**src/rtl/reset_seq_pkg.sv**
```systemverilog
// Shared types and widths for the reset sequencer.
package reset_seq_pkg;

    localparam int CYCLE_W = 32;
    localparam int HOLD_W  = 8;

    typedef enum logic [1:0] {
        SYNC = 2'd0,
        HOLD = 2'd1,
        RUN  = 2'd2,
        DONE = 2'd3
    } state_e;

    // Increment that sticks at all-ones instead of wrapping.
    function automatic logic [CYCLE_W-1:0] sat_inc(input logic [CYCLE_W-1:0] v);
        return (v == {CYCLE_W{1'b1}}) ? v : v + 32'd1;
    endfunction

endpackage

```
**src/rtl/reset_sync.sv**
```systemverilog
// Async-assert / sync-deassert reset synchronizer; output is active-high.
module reset_sync #(
    parameter int SYNC_STAGES = 2
) (
    input  logic clk,
    input  logic reset_n,
    output logic sync_reset
);

    logic [SYNC_STAGES-1:0] sync_q;
    logic [SYNC_STAGES-1:0] sync_d;

    // Shift a deasserted level in from the bottom stage.
    always_comb begin
        sync_d = {sync_q[SYNC_STAGES-2:0], 1'b0};
    end

    // Synchronizer chain, forced asserted while reset_n is low.
    always_ff @(posedge clk or negedge reset_n) begin
        if (!reset_n) begin
            sync_q <= '1;
        end else begin
            sync_q <= sync_d;
        end
    end

    assign sync_reset = sync_q[SYNC_STAGES-1];

endmodule

```
**src/rtl/reset_seq.sv**
```systemverilog
// Reset sequencer: synchronize, hold, then run with a cycle budget.
// Optional feature macro: RESET_SEQ_TIMEOUT_EN (enables RUN->DONE timeout).
module reset_seq
    import reset_seq_pkg::*;
#(
    parameter int                 SYNC_STAGES = 2,
    parameter int                 HOLD_CYCLES = 4,
    parameter logic [CYCLE_W-1:0] MAX_CYCLES  = 32'd100
) (
    input  logic               clk,
    input  logic               reset_n,
    input  logic               restart,
    output logic               reset,
    output logic               run_active,
    output logic [CYCLE_W-1:0] cycle_count,
    output logic               timeout
);

    localparam logic [HOLD_W-1:0] HOLD_LAST = HOLD_W'(HOLD_CYCLES - 1);

    logic               sync_reset_s;
    state_e             state_q, state_d;
    logic [HOLD_W-1:0]  hold_cnt_q, hold_cnt_d;
    logic [CYCLE_W-1:0] cycle_count_q, cycle_count_d;
    logic               timeout_q, timeout_d;
    logic               reset_q, reset_d;
    logic               run_active_q, run_active_d;

    reset_sync #(
        .SYNC_STAGES (SYNC_STAGES)
    ) u_reset_sync (
        .clk        (clk),
        .reset_n    (reset_n),
        .sync_reset (sync_reset_s)
    );

    // Next-state and next-output logic; outputs derive from the next state so they stay registered.
    always_comb begin
        state_d       = state_q;
        hold_cnt_d    = hold_cnt_q;
        cycle_count_d = cycle_count_q;
        timeout_d     = timeout_q;
        case (state_q)
            SYNC: begin
                if (!sync_reset_s) begin
                    state_d    = HOLD;
                    hold_cnt_d = '0;
                end else begin
                    state_d = SYNC;
                end
            end
            HOLD: begin
                if (restart) begin
                    hold_cnt_d = '0;
                end else if (hold_cnt_q == HOLD_LAST) begin
                    state_d       = RUN;
                    hold_cnt_d    = '0;
                    cycle_count_d = '0;
                end else begin
                    hold_cnt_d = hold_cnt_q + 8'd1;
                end
            end
            RUN: begin
                if (restart) begin
                    state_d       = HOLD;
                    hold_cnt_d    = '0;
                    cycle_count_d = '0;
                    timeout_d     = 1'b0;
`ifdef RESET_SEQ_TIMEOUT_EN
                end else if (cycle_count_q == (MAX_CYCLES - 32'd1)) begin
                    state_d       = DONE;
                    cycle_count_d = MAX_CYCLES;
                    timeout_d     = 1'b1;
`endif
                end else begin
                    cycle_count_d = sat_inc(cycle_count_q);
                end
            end
            DONE: begin
                if (restart) begin
                    state_d       = HOLD;
                    hold_cnt_d    = '0;
                    cycle_count_d = '0;
                    timeout_d     = 1'b0;
                end else begin
                    state_d = DONE;
                end
            end
            default: begin
                state_d       = SYNC;
                hold_cnt_d    = '0;
                cycle_count_d = '0;
                timeout_d     = 1'b0;
            end
        endcase
`ifndef RESET_SEQ_TIMEOUT_EN
        timeout_d = 1'b0;
`endif
        reset_d      = (state_d == SYNC) || (state_d == HOLD);
        run_active_d = (state_d == RUN);
    end

    // State and output registers, all forced to the reset condition while reset_n is low.
    always_ff @(posedge clk or negedge reset_n) begin
        if (!reset_n) begin
            state_q       <= SYNC;
            hold_cnt_q    <= '0;
            cycle_count_q <= '0;
            timeout_q     <= 1'b0;
            reset_q       <= 1'b1;
            run_active_q  <= 1'b0;
        end else begin
            state_q       <= state_d;
            hold_cnt_q    <= hold_cnt_d;
            cycle_count_q <= cycle_count_d;
            timeout_q     <= timeout_d;
            reset_q       <= reset_d;
            run_active_q  <= run_active_d;
        end
    end

    assign reset       = reset_q;
    assign run_active  = run_active_q;
    assign cycle_count = cycle_count_q;
    assign timeout     = timeout_q;

endmodule
```
**config.mk**
```make
export PLATFORM = sky130hd
export DESIGN_NAME = reset_seq
export DESIGN_NICKNAME = d
export VERILOG_FILES = /design/src/rtl/reset_seq_pkg.sv /design/src/rtl/reset_sync.sv /design/src/rtl/reset_seq.sv
export SDC_FILE = /design/constraint.sdc
export NUM_CORES = 1
export LEC_CHECK = 0
export ABC_CLOCK_PERIOD_IN_PS = 2300
export CAP_MARGIN = 40
export CELL_PAD_IN_SITES_DETAIL_PLACEMENT = 1
export CELL_PAD_IN_SITES_GLOBAL_PLACEMENT = 1
export CORE_UTILIZATION = 30
export CTS_CLUSTER_SIZE = 12
export DETAILED_ROUTE_END_ITERATION = 7
export GPL_TIMING_DRIVEN = 0
export PLACE_DENSITY_LB_ADDON = 0.12
export SLEW_MARGIN = 5
export SYNTH_ARGS = -nofsm -noshare
export SYNTH_HDL_FRONTEND = slang
export SYNTH_SLANG_ARGS = --single-unit
```
**constraint.sdc**
```tcl
create_clock -name clk -period 2.3 [get_ports clk]
set_input_delay 0.23 -clock clk [delete_from_list [all_inputs] [get_ports clk]]
set_output_delay 0.23 -clock clk [all_outputs]
set_load 0.005 [all_outputs]
```
==> flow_summary.json, run 1 <==
{
  "p_leak_nw": 1.37,
  "drv_cap": 0,
  "period_share": 0.943,
  "cts_buffers": 5,
  "place.gp.congestion": 0.797,
  "grt_pass1_vias": 2341,
  "synth_ff_type": "dfrtp_1",
  "wirelength_um": 7850,
  "globalRouteOverflowTotal": 0,
  "skew_ns": 0.00511,
  "grt_pass1_wl_um": 12700,
  "root_buffer": "clkbuf_8",
  "layout_min_cycle_time_ns": 2.17,
  "pwr-share-comb": 0.183,
  "syn_area_per_cell_sq_um": 9.44,
  "synth_top_area_share": 0.414,
  "dp_hpwl_um": 5480,
  "clock_path_buffers": 2,
  "die_h_um": 95.0,
  "power_frac_clock": 0.293,
  "crit_type": "reg2reg",
  "syn-cell-area_sq_mm": 0.00260,
  "die-area_sq_mm": 0.00903,
  "drc_errors": 0,
  "p_sw_frac": 0.300,
  "synth_cell_type_count": 55,
  "globalRouteMet1Util": 0.256,
  "yosys-top-cells-count": "43 x dfrtp_1, 32 x nand2_1, 20 x nand3_1",
  "rsz0062_at_grt": "no",
  "ant_nets": 0,
  "floorplan.initialDensity": 0.313,
  "worst_ep_required_time_ns": 2.52,
  "antenna_found_initial": 0,
  "endpoint_kind": "register",
  "finalSetupViolCount": 0,
  "cts_max_level": 2,
  "critPathMaxFanout": 10,
  "tightest_slew_ns": 0.603,
  "hold_path.class": "reg2reg",
  "busiest_layer": "met2",
  "finish.utilization": 0.401,
  "cp.arrival_ns": 2.39,
  "tritoncts": "yes",
  "fp.dieW_um": 95.0,
  "drtIter0Drc": 101,
  "vias_per_cell": 5.51,
  "port_buffers": 36,
  "start_kind": "register",
  "synth_fa_ha_area_frac": 0.00964,
  "firstDrtPassIters": 4,
  "synth_seq_cells": 46,
  "met3_usage": 0.0295,
  "routedWlPerCell_um": 18.0,
  "status": "completed",
  "intPower_w": 0.00120,
  "synth_async_sr_flop_share": 1.00,
  "use_met2": 0.308,
  "synthToLayoutAreaGrowth_pct": 28.0,
  "ys_top_cells_by_area": "dfrtp_1 41%, nand2_1 4.6%, a31oi_1 4.3%",
  "syn_inst": 275,
  "yosysTopAreaCell": "dfrtp_1",
  "nets": 336,
  "timing.fmax_ghz": 0.461,
  "synthMuxAreaShare": 0.00386,
  "synth_compound_area_frac": 0.203,
  "rows": 33,
  "vdd.ir_drop.worst_v": 0.000193,
  "drive_gt1_frac": 0.151,
  "vias": 2406,
  "core_area_sq_mm": 0.00830,
  "synth_edf_count": 0,
  "clock-sinks": 46,
  "cts.clk_slew.worst_paths_ns": 0.09,
  "fillers": 938,
  "grt_max_degree": 27,
  "clock_latency_ns": 0.30,
  "p_switching_w": 0.000512,
  "ys_warn_count": 0,
  "pwr_density_cell_mw_per_mm2": 514,
  "diodes": 0,
  "grt_usage": 0.187,
  "synth_top_family_by_area": "simple AND/OR/NAND/NOR gates",
  "seqPwrFrac": 0.524,
  "synthSimpleGateAreaFrac": 0.270,
  "ios": 38,
  "power_w": 0.00171,
  "drv_slew": 0,
  "hold_viol": 0,
  "maxSlewHeadroom": 0.592,
  "synth_seq_area_share": 0.445,
  "synthXorXnorAreaFrac": 0.0202,
  "yosysMostFrequentCell": "dfrtp_1"
}
==> worst max-delay path, stage by stage (launching register included) <==
cell	delay, ns
dfrtp_2	0.42
ha_2	0.23
and4_4	0.26
nand4_4	0.17
o311ai_4	0.43
nand2_4	0.18
buf_6	0.19
a31oi_1	0.20
==> power by group through the flow <==
| stage | Sequential [W] | Combinational, W | Clock [W] |
|---|---|---|---|
| floorplan | 0.000898 | 0.000196 | 0 |
| global placement | 0.000910 | 0.000294 | 0 |
| detailed placement | 0.000911 | 0.000300 | 0 |
| CTS | 0.000894 | 0.000305 | 0.000530 |
| global route | 0.000902 | 0.000354 | 0.000550 |
| finish | 0.000895 | 0.000313 | 0.000500 |
==> cell families (layout without fill, tap and decap cells) <==
family | after synthesis | after routing
adder cells (fa/ha/maj) | 2 | 2
AO/OA/AOI/OAI | 73 | 73
XOR/XNOR | 6 | 6
flip-flops | 46 | 46
multiplexers | 1 | 1
AND/OR/NAND/NOR | 125 | 125
other | 1 | 2
buffers and inverters | 21 | 77
==> worst paths after layout <==
check                                                  from                                to  slack (ns)  cells after the start
max reg2reg                      cycle_count[0]$_DFFE_PN0P_       cycle_count[16]$_DFFE_PN0P_        0.13                      7
min                        u_reset_sync.sync_q[0]$_DFF_PN1_  u_reset_sync.sync_q[1]$_DFF_PN1_        0.36                      0
min in group asynchronous                           reset_n              state_q[1]$_DFF_PN0_        0.43                      2
max                              cycle_count[0]$_DFFE_PN0P_       cycle_count[16]$_DFFE_PN0P_        0.13                      7
min reg2reg                u_reset_sync.sync_q[0]$_DFF_PN1_  u_reset_sync.sync_q[1]$_DFF_PN1_        0.36                      0
max in group asynchronous                           reset_n  u_reset_sync.sync_q[0]$_DFF_PN1_        1.28                      3
==> registers in the layout, summed over array words and instances, names as in the netlist <==
| signal | flops |
|---|---|
| cycle_count | 32 |
| hold_cnt_q | 8 |
| reset | 1 |
| run_active | 1 |
| state_q | 2 |
| u_reset_sync.sync_q | 2 |
==> placed cells by master (no fill, tap or decap), types with 4 or more instances in the layout <==
cell type / count
xor2_1: 6
a21oi_1: 13
o21ai_0: 10
nor3_1: 4
nand2_1: 32
a211o_1: 4
clkbuf_8: 5
dfrtp_1: 40
inv_1: 9
buf_6: 5
a31oi_1: 18
nand4_1: 13
buf_4: 12
and3_1: 11
clkdlybuf4s50_1: 35
nor4_1: 5
nand3_1: 19
nor2_1: 15
==> routing by layer <==
layer  part of all wire  up-vias
met4             0.0089        0
met5                  0        -
li1                   -     1155
met2               0.48       32
met1               0.48     1212
met3              0.027        7
==> final cells by class <==
cell class | count | area, sq um | share of cell area
Multi-Input combinational cell | 209 | 1360 | 0.409
Sequential cell | 46 | 1160 | 0.349
Inverter | 9 | 33.8 | 0.0102
Buffer | 12 | 98.8 | 0.0297
Timing Repair Buffer | 48 | 460 | 0.139
Clock buffer | 8 | 80.1 | 0.0241
Tap cell | 105 | 131 | 0.0395
==> what timing repair did <==
item | in CTS | in global routing
gates resized for setup | 7 | 9
endpoints found under the setup margin | 31 | 30
setup buffers | 5 | 5
endpoints found under the hold margin | 19 | 0
hold buffers | 1 | 0
pin swaps | 2 | 4
==> per-stage QoR <==
step                      hold WS, ns  std cells  cell area, sq um  setup slack [ns]  TNS (ns)
after floorplan               -0.0656        276              2600             0.256         0
after global placement          0.347        417              3090            -0.531    -29.01
after detailed placement        0.241        418              3110            -0.360     -6.92
after CTS                       0.363        432              3250          -0.00193  -0.00193
after global routing            0.369        437              3320           0.00356         0
final                           0.360        437              3320             0.130         0
Power figures use the tool's default switching activity.
==> run 2, diff against run 1 <==
Settings changed: ABC_CLOCK_PERIOD_IN_PS 2300 to 2500.
Clock period 2.3 ns to 2.5 ns, I/O delays scaled along.
==> flow_summary.json, run 2 (synthesis results as in run 1) <==
{
  "nets": 328,
  "drv_slew": 0,
  "status": "completed",
  "grt_max_degree": 27,
  "vdd.ir_drop.worst_v": 0.000178,
  "routedWlPerCell_um": 18.1,
  "vias": 2352,
  "pwr_density_cell_mw_per_mm2": 481,
  "maxSlewHeadroom": 0.591,
  "pre_cts_slack_ns": -0.180,
  "die_h_um": 95.0,
  "cp.arrival_ns": 2.52,
  "clock_latency_ns": 0.30,
  "clock_path_buffers": 2,
  "cp_top_family": "compound AO/OA/AOI/OAI gates",
  "ant_nets": 0,
  "drc_errors": 0,
  "grt_usage": 0.184,
  "timing.fmax_ghz": 0.429,
  "pwr-share-comb": 0.176,
  "layout_commonest_cell": "dfrtp_1",
  "root_buffer": "clkbuf_8",
  "start_kind": "register",
  "fp.dieW_um": 95.0,
  "vias_per_cell": 5.48,
  "die-area_sq_mm": 0.00903,
  "port_buffers": 36,
  "dp_hpwl_um": 5480,
  "drive_gt1_frac": 0.114,
  "largest_reg_flops": 32,
  "p_leak_nw": 1.34,
  "crit_type": "reg2reg",
  "cts.clk_slew.worst_paths_ns": 0.09,
  "multi_input_area_sq_mm": 0.00134,
  "cp_slowest_cell": "dfrtp_1",
  "layout_setup_ws_ns": 0.169,
  "floorplan.initialDensity": 0.313,
  "ios": 38,
  "grt_pass1_wl_um": 12600,
  "globalRouteOverflowTotal": 0,
  "tritoncts": "yes",
  "place.gp.congestion": 0.797,
  "diodes": 0,
  "seqPwrFrac": 0.528,
  "cts_max_level": 2,
  "wirelength_um": 7770,
  "cts_buffers": 5,
  "drtIter0Drc": 138,
  "core_area_sq_mm": 0.00830,
  "hold_viol": 0,
  "clock-sinks": 46,
  "min_delay_path_depth": 0,
  "rows": 33,
  "grt_pass1_vias": 2313,
  "p_sw_frac": 0.301,
  "rsz0062_at_grt": "no",
  "crit_path_max_incr_delay_ns": 0.46,
  "most-common-layout-cells": "43 x dfrtp_1, 35 x clkdlybuf4s50_1, 32 x nand2_1",
  "synthToLayoutAreaGrowth_pct": 24.8,
  "ff2ff_path_depth": 7,
  "path_cells": "ha_1 > and4_2 > nand4_4 > o31ai_2 > clkbuf_4 > nor3_1 > a211o_1",
  "hold_path.class": "reg2reg",
  "fillers": 937,
  "endpoint_kind": "register",
  "intPower_w": 0.00109,
  "tightest_slew_ns": 0.605,
  "cp.depth": 7,
  "ff_latch_area_sq_mm": 0.00115,
  "period_share": 0.932,
  "antenna_found_initial": 0,
  "firstDrtPassIters": 4,
  "cp.buffers_inverters": 1,
  "worst_ep_required_time_ns": 2.69,
  "skew_ns": 0.00598,
  "hold_slack_ns": 0.360,
  "power_frac_clock": 0.295,
  "layout_min_cycle_time_ns": 2.33,
  "drv_cap": 0,
  "p_switching_w": 0.000470,
  "critPathMaxFanout": 10,
  "finalSetupViolCount": 0
}
-- run 2: routing by layer --
layer	track usage	part of all wire	vias up
met4	0.0417	0.0084	0
met2	0.304	0.48	30
met1	0.253	0.49	1178
met3	0.0295	0.024	5
li1	-	-	1139
met5	0	0	-
-- run 2: worst reg2reg max path, delay by kind of cell, from the launching register on --
family / cells / cell delay, ns
buf+inv: 1 / 0.29
compound gates: 2 / 0.62
simple gates: 3 / 0.58
fa+ha+maj: 1 / 0.27
flops: 1 / 0.46
-- run 2: what timing repair did --
action	CTS	global route
resized for setup	1	8
pin swaps	0	2
endpoints found under the hold margin	19	0
setup endpoints to repair	2	28
hold buffers	1	0
buffers inserted	0	2
-- run 2: final timing paths --
check                                                 start                                to  slack, ns
max                              cycle_count[0]$_DFFE_PN0P_        cycle_count[9]$_DFFE_PN0P_       0.17
min                        u_reset_sync.sync_q[0]$_DFF_PN1_  u_reset_sync.sync_q[1]$_DFF_PN1_       0.36
max reg2reg                      cycle_count[0]$_DFFE_PN0P_        cycle_count[9]$_DFFE_PN0P_       0.17
min reg2reg                u_reset_sync.sync_q[0]$_DFF_PN1_  u_reset_sync.sync_q[1]$_DFF_PN1_       0.36
max in group asynchronous                           reset_n  u_reset_sync.sync_q[0]$_DFF_PN1_       1.46
min in group asynchronous                           reset_n              state_q[1]$_DFF_PN0_       0.45
-- run 2: area by class of cell --
| class | count | area share |
|---|---|---|
| Sequential cell | 46 | 0.356 |
| Buffer | 12 | 0.0286 |
| Tap cell | 105 | 0.0405 |
| Inverter | 9 | 0.0104 |
| Timing Repair Buffer | 40 | 0.127 |
| Multi-Input combinational cell | 209 | 0.412 |
| Clock buffer | 8 | 0.0247 |
-- run 2: stage by stage --
step / instance area [sq um] / std cells / utilization / setup TNS, ns / total power, W
floorplan: 2600 / 276 / - / 0 / 0.00101
global placement: 3090 / 417 / 0.373 / -16.60 / 0.00111
detailed placement: 3110 / 418 / 0.374 / -2.11 / 0.00111
CTS: 3200 / 427 / 0.385 / 0 / 0.00159
global route: 3240 / 429 / 0.390 / 0 / 0.00165
finish: 3240 / 429 / 0.390 / 0 / 0.00156
-- run 2: power groups by stage --
stage	Clock (W)	Combinational, W	Sequential (W)
final	0.000461	0.000275	0.000824
after detailed placement	0	0.000276	0.000838
after CTS	0.000488	0.000278	0.000823
after global routing	0.000506	0.000312	0.000830
after global placement	0	0.000271	0.000838
after floorplan	0	0.000181	0.000826
==> run 3, diff against run 2 <==
Settings changed: CORE_UTILIZATION 30 to 45.
==> flow_summary.json, run 3 (synthesis results as in run 1) <==
{
  "status": "completed",
  "core_area_sq_mm": 0.00554,
  "hold_slack_ns": 0.369,
  "worst_ep_required_time_ns": 2.69,
  "ff_latch_area_sq_mm": 0.00116,
  "cts_max_level": 2,
  "fp.dieW_um": 78.0,
  "path_cells": "ha_1 > and4_2 > nand4_4 > o31a_1 > clkbuf_2 > a221o_1",
  "power_w": 0.00169,
  "hold_path.class": "reg2reg",
  "drive_gt1_frac": 0.124,
  "pwr-share-comb": 0.168,
  "timing.fmax_ghz": 0.426,
  "endpoint_kind": "register",
  "dpl.cell_count": 385,
  "pwr_density_cell_mw_per_mm2": 523,
  "critPathMaxFanout": 10,
  "fillers": 645,
  "p_sw_frac": 0.293,
  "grt_max_degree": 33,
  "crit_path_max_incr_delay_ns": 0.44,
  "ant_nets": 0,
  "most-common-layout-cells": "41 x dfrtp_1, 35 x clkdlybuf4s50_1, 32 x nand2_1",
  "routedWlPerCell_um": 19.1,
  "skew_ns": 0.00692,
  "cp_slowest_cell": "o31a_1",
  "seqPwrFrac": 0.491,
  "cp_top_family": "compound AO/OA/AOI/OAI gates",
  "stdcell_count": 395,
  "place.gp.congestion": 0.820,
  "layout_min_cycle_time_ns": 2.35,
  "hold_viol": 0,
  "synthToLayoutAreaGrowth_pct": 24.1,
  "period_share": 0.939,
  "multi_input_area_sq_mm": 0.00133,
  "maxSlewHeadroom": 0.572,
  "grt_usage": 0.266,
  "root_buffer": "clkbuf_8",
  "crit_type": "reg2reg",
  "cts.clk_slew.worst_paths_ns": 0.09,
  "port_buffers": 36,
  "clock_path_buffers": 2,
  "p_switching_w": 0.000493,
  "cp.arrival_ns": 2.54,
  "dp_hpwl_um": 5240,
  "firstDrtPassIters": 4,
  "intPower_w": 0.00119,
  "drc_errors": 0,
  "dpl_cell_area_sq_mm": 0.00307,
  "grt_pass1_wl_um": 12400,
  "tritoncts": "yes",
  "start_kind": "register",
  "die_h_um": 78.0,
  "cp.buffers_inverters": 1,
  "rsz0062_at_grt": "no",
  "cts_buffers": 5,
  "rows": 27,
  "drtIter0Drc": 134,
  "pre_cts_slack_ns": -0.0351,
  "ios": 38,
  "clock-sinks": 46,
  "vias_per_cell": 6.17,
  "p_leak_nw": 1.35,
  "globalRouteOverflowTotal": 0,
  "tightest_slew_ns": 0.633,
  "clock_latency_ns": 0.31,
  "layout_setup_ws_ns": 0.153,
  "wirelength_um": 7550,
  "antenna_found_initial": 0,
  "fin_area_sq_mm": 0.00322,
  "nets": 327,
  "finalSetupViolCount": 0,
  "drv_slew": 0,
  "vdd.ir_drop.worst_v": 0.000254,
  "die-area_sq_mm": 0.00608,
  "vias": 2439,
  "largest_reg_flops": 32,
  "drv_cap": 0,
  "floorplan.initialDensity": 0.469,
  "diodes": 0,
  "power_frac_clock": 0.341,
  "grt_pass1_vias": 2386,
  "layout_commonest_cell": "dfrtp_1"
}
run 3: changes by cell type in the layout (fill, tap and decap cells not counted), sizes merged:
cell and delta:
inv +1, clkbuf -4, bufinv +1, clkinv +1
run 3: area by class of cell:
class | instances | area share
Multi-Input combinational cell | 209 | 0.413
Tap cell | 72 | 0.0280
Sequential cell | 46 | 0.359
Inverter | 9 | 0.0105
Clock buffer | 5 | 0.0214
Timing Repair Buffer | 40 | 0.128
Clock inverter | 3 | 0.0136
Buffer | 11 | 0.0264
run 3: power groups by stage:
stage,combinational [W],clock (W),sequential (W)
4_1_cts,0.000283,0.000583,0.000824
5_1_grt,0.000311,0.000619,0.000832
3_3_place_gp,0.000264,0,0.000835
6_report,0.000284,0.000575,0.000827
3_5_place_dp,0.000274,0,0.000837
2_1_floorplan,0.000181,0,0.000826
run 3: repair_timing:
item / 4_1_cts / 5_1_grt
endpoints found under the setup margin: 0 / 26
hold endpoints to repair: 12 / 0
gates resized for setup: 0 / 7
buffers inserted: 0 / 2
hold buffers: 1 / 0
run 3: path summary, 6_finish.rpt:
check                                                    to                        startpoint  cells after the start  slack [ns]
max reg2reg                     cycle_count[10]$_DFFE_PN0P_        cycle_count[0]$_DFFE_PN0P_                      6        0.15
min                        u_reset_sync.sync_q[1]$_DFF_PN1_  u_reset_sync.sync_q[0]$_DFF_PN1_                      0        0.37
max                             cycle_count[10]$_DFFE_PN0P_        cycle_count[0]$_DFFE_PN0P_                      6        0.15
min in group asynchronous         hold_cnt_q[4]$_DFFE_PN0P_                           reset_n                      2        0.39
max in group asynchronous                   reset$_DFF_PN1_                           reset_n                      3        1.54
min reg2reg                u_reset_sync.sync_q[1]$_DFF_PN1_  u_reset_sync.sync_q[0]$_DFF_PN1_                      0        0.37
run 3: per-layer routing:
layer	vias up	routed length [um]	GRT usage
met4	0	77	0.0611
met1	1247	3520	0.376
met2	49	3660	0.426
met5	-	0	0
met3	8	297	0.0435
li1	1135	-	-
run 3: stage by stage:
| stage | TNS (ns) | util |
|---|---|---|
| 2_1_floorplan | 0 | - |
| 3_3_place_gp | -7.81 | 0.551 |
| 3_5_place_dp | -0.0351 | 0.553 |
| 4_1_cts | 0 | 0.575 |
| 5_1_grt | 0 | 0.582 |
| 6_report | 0 | 0.582 |
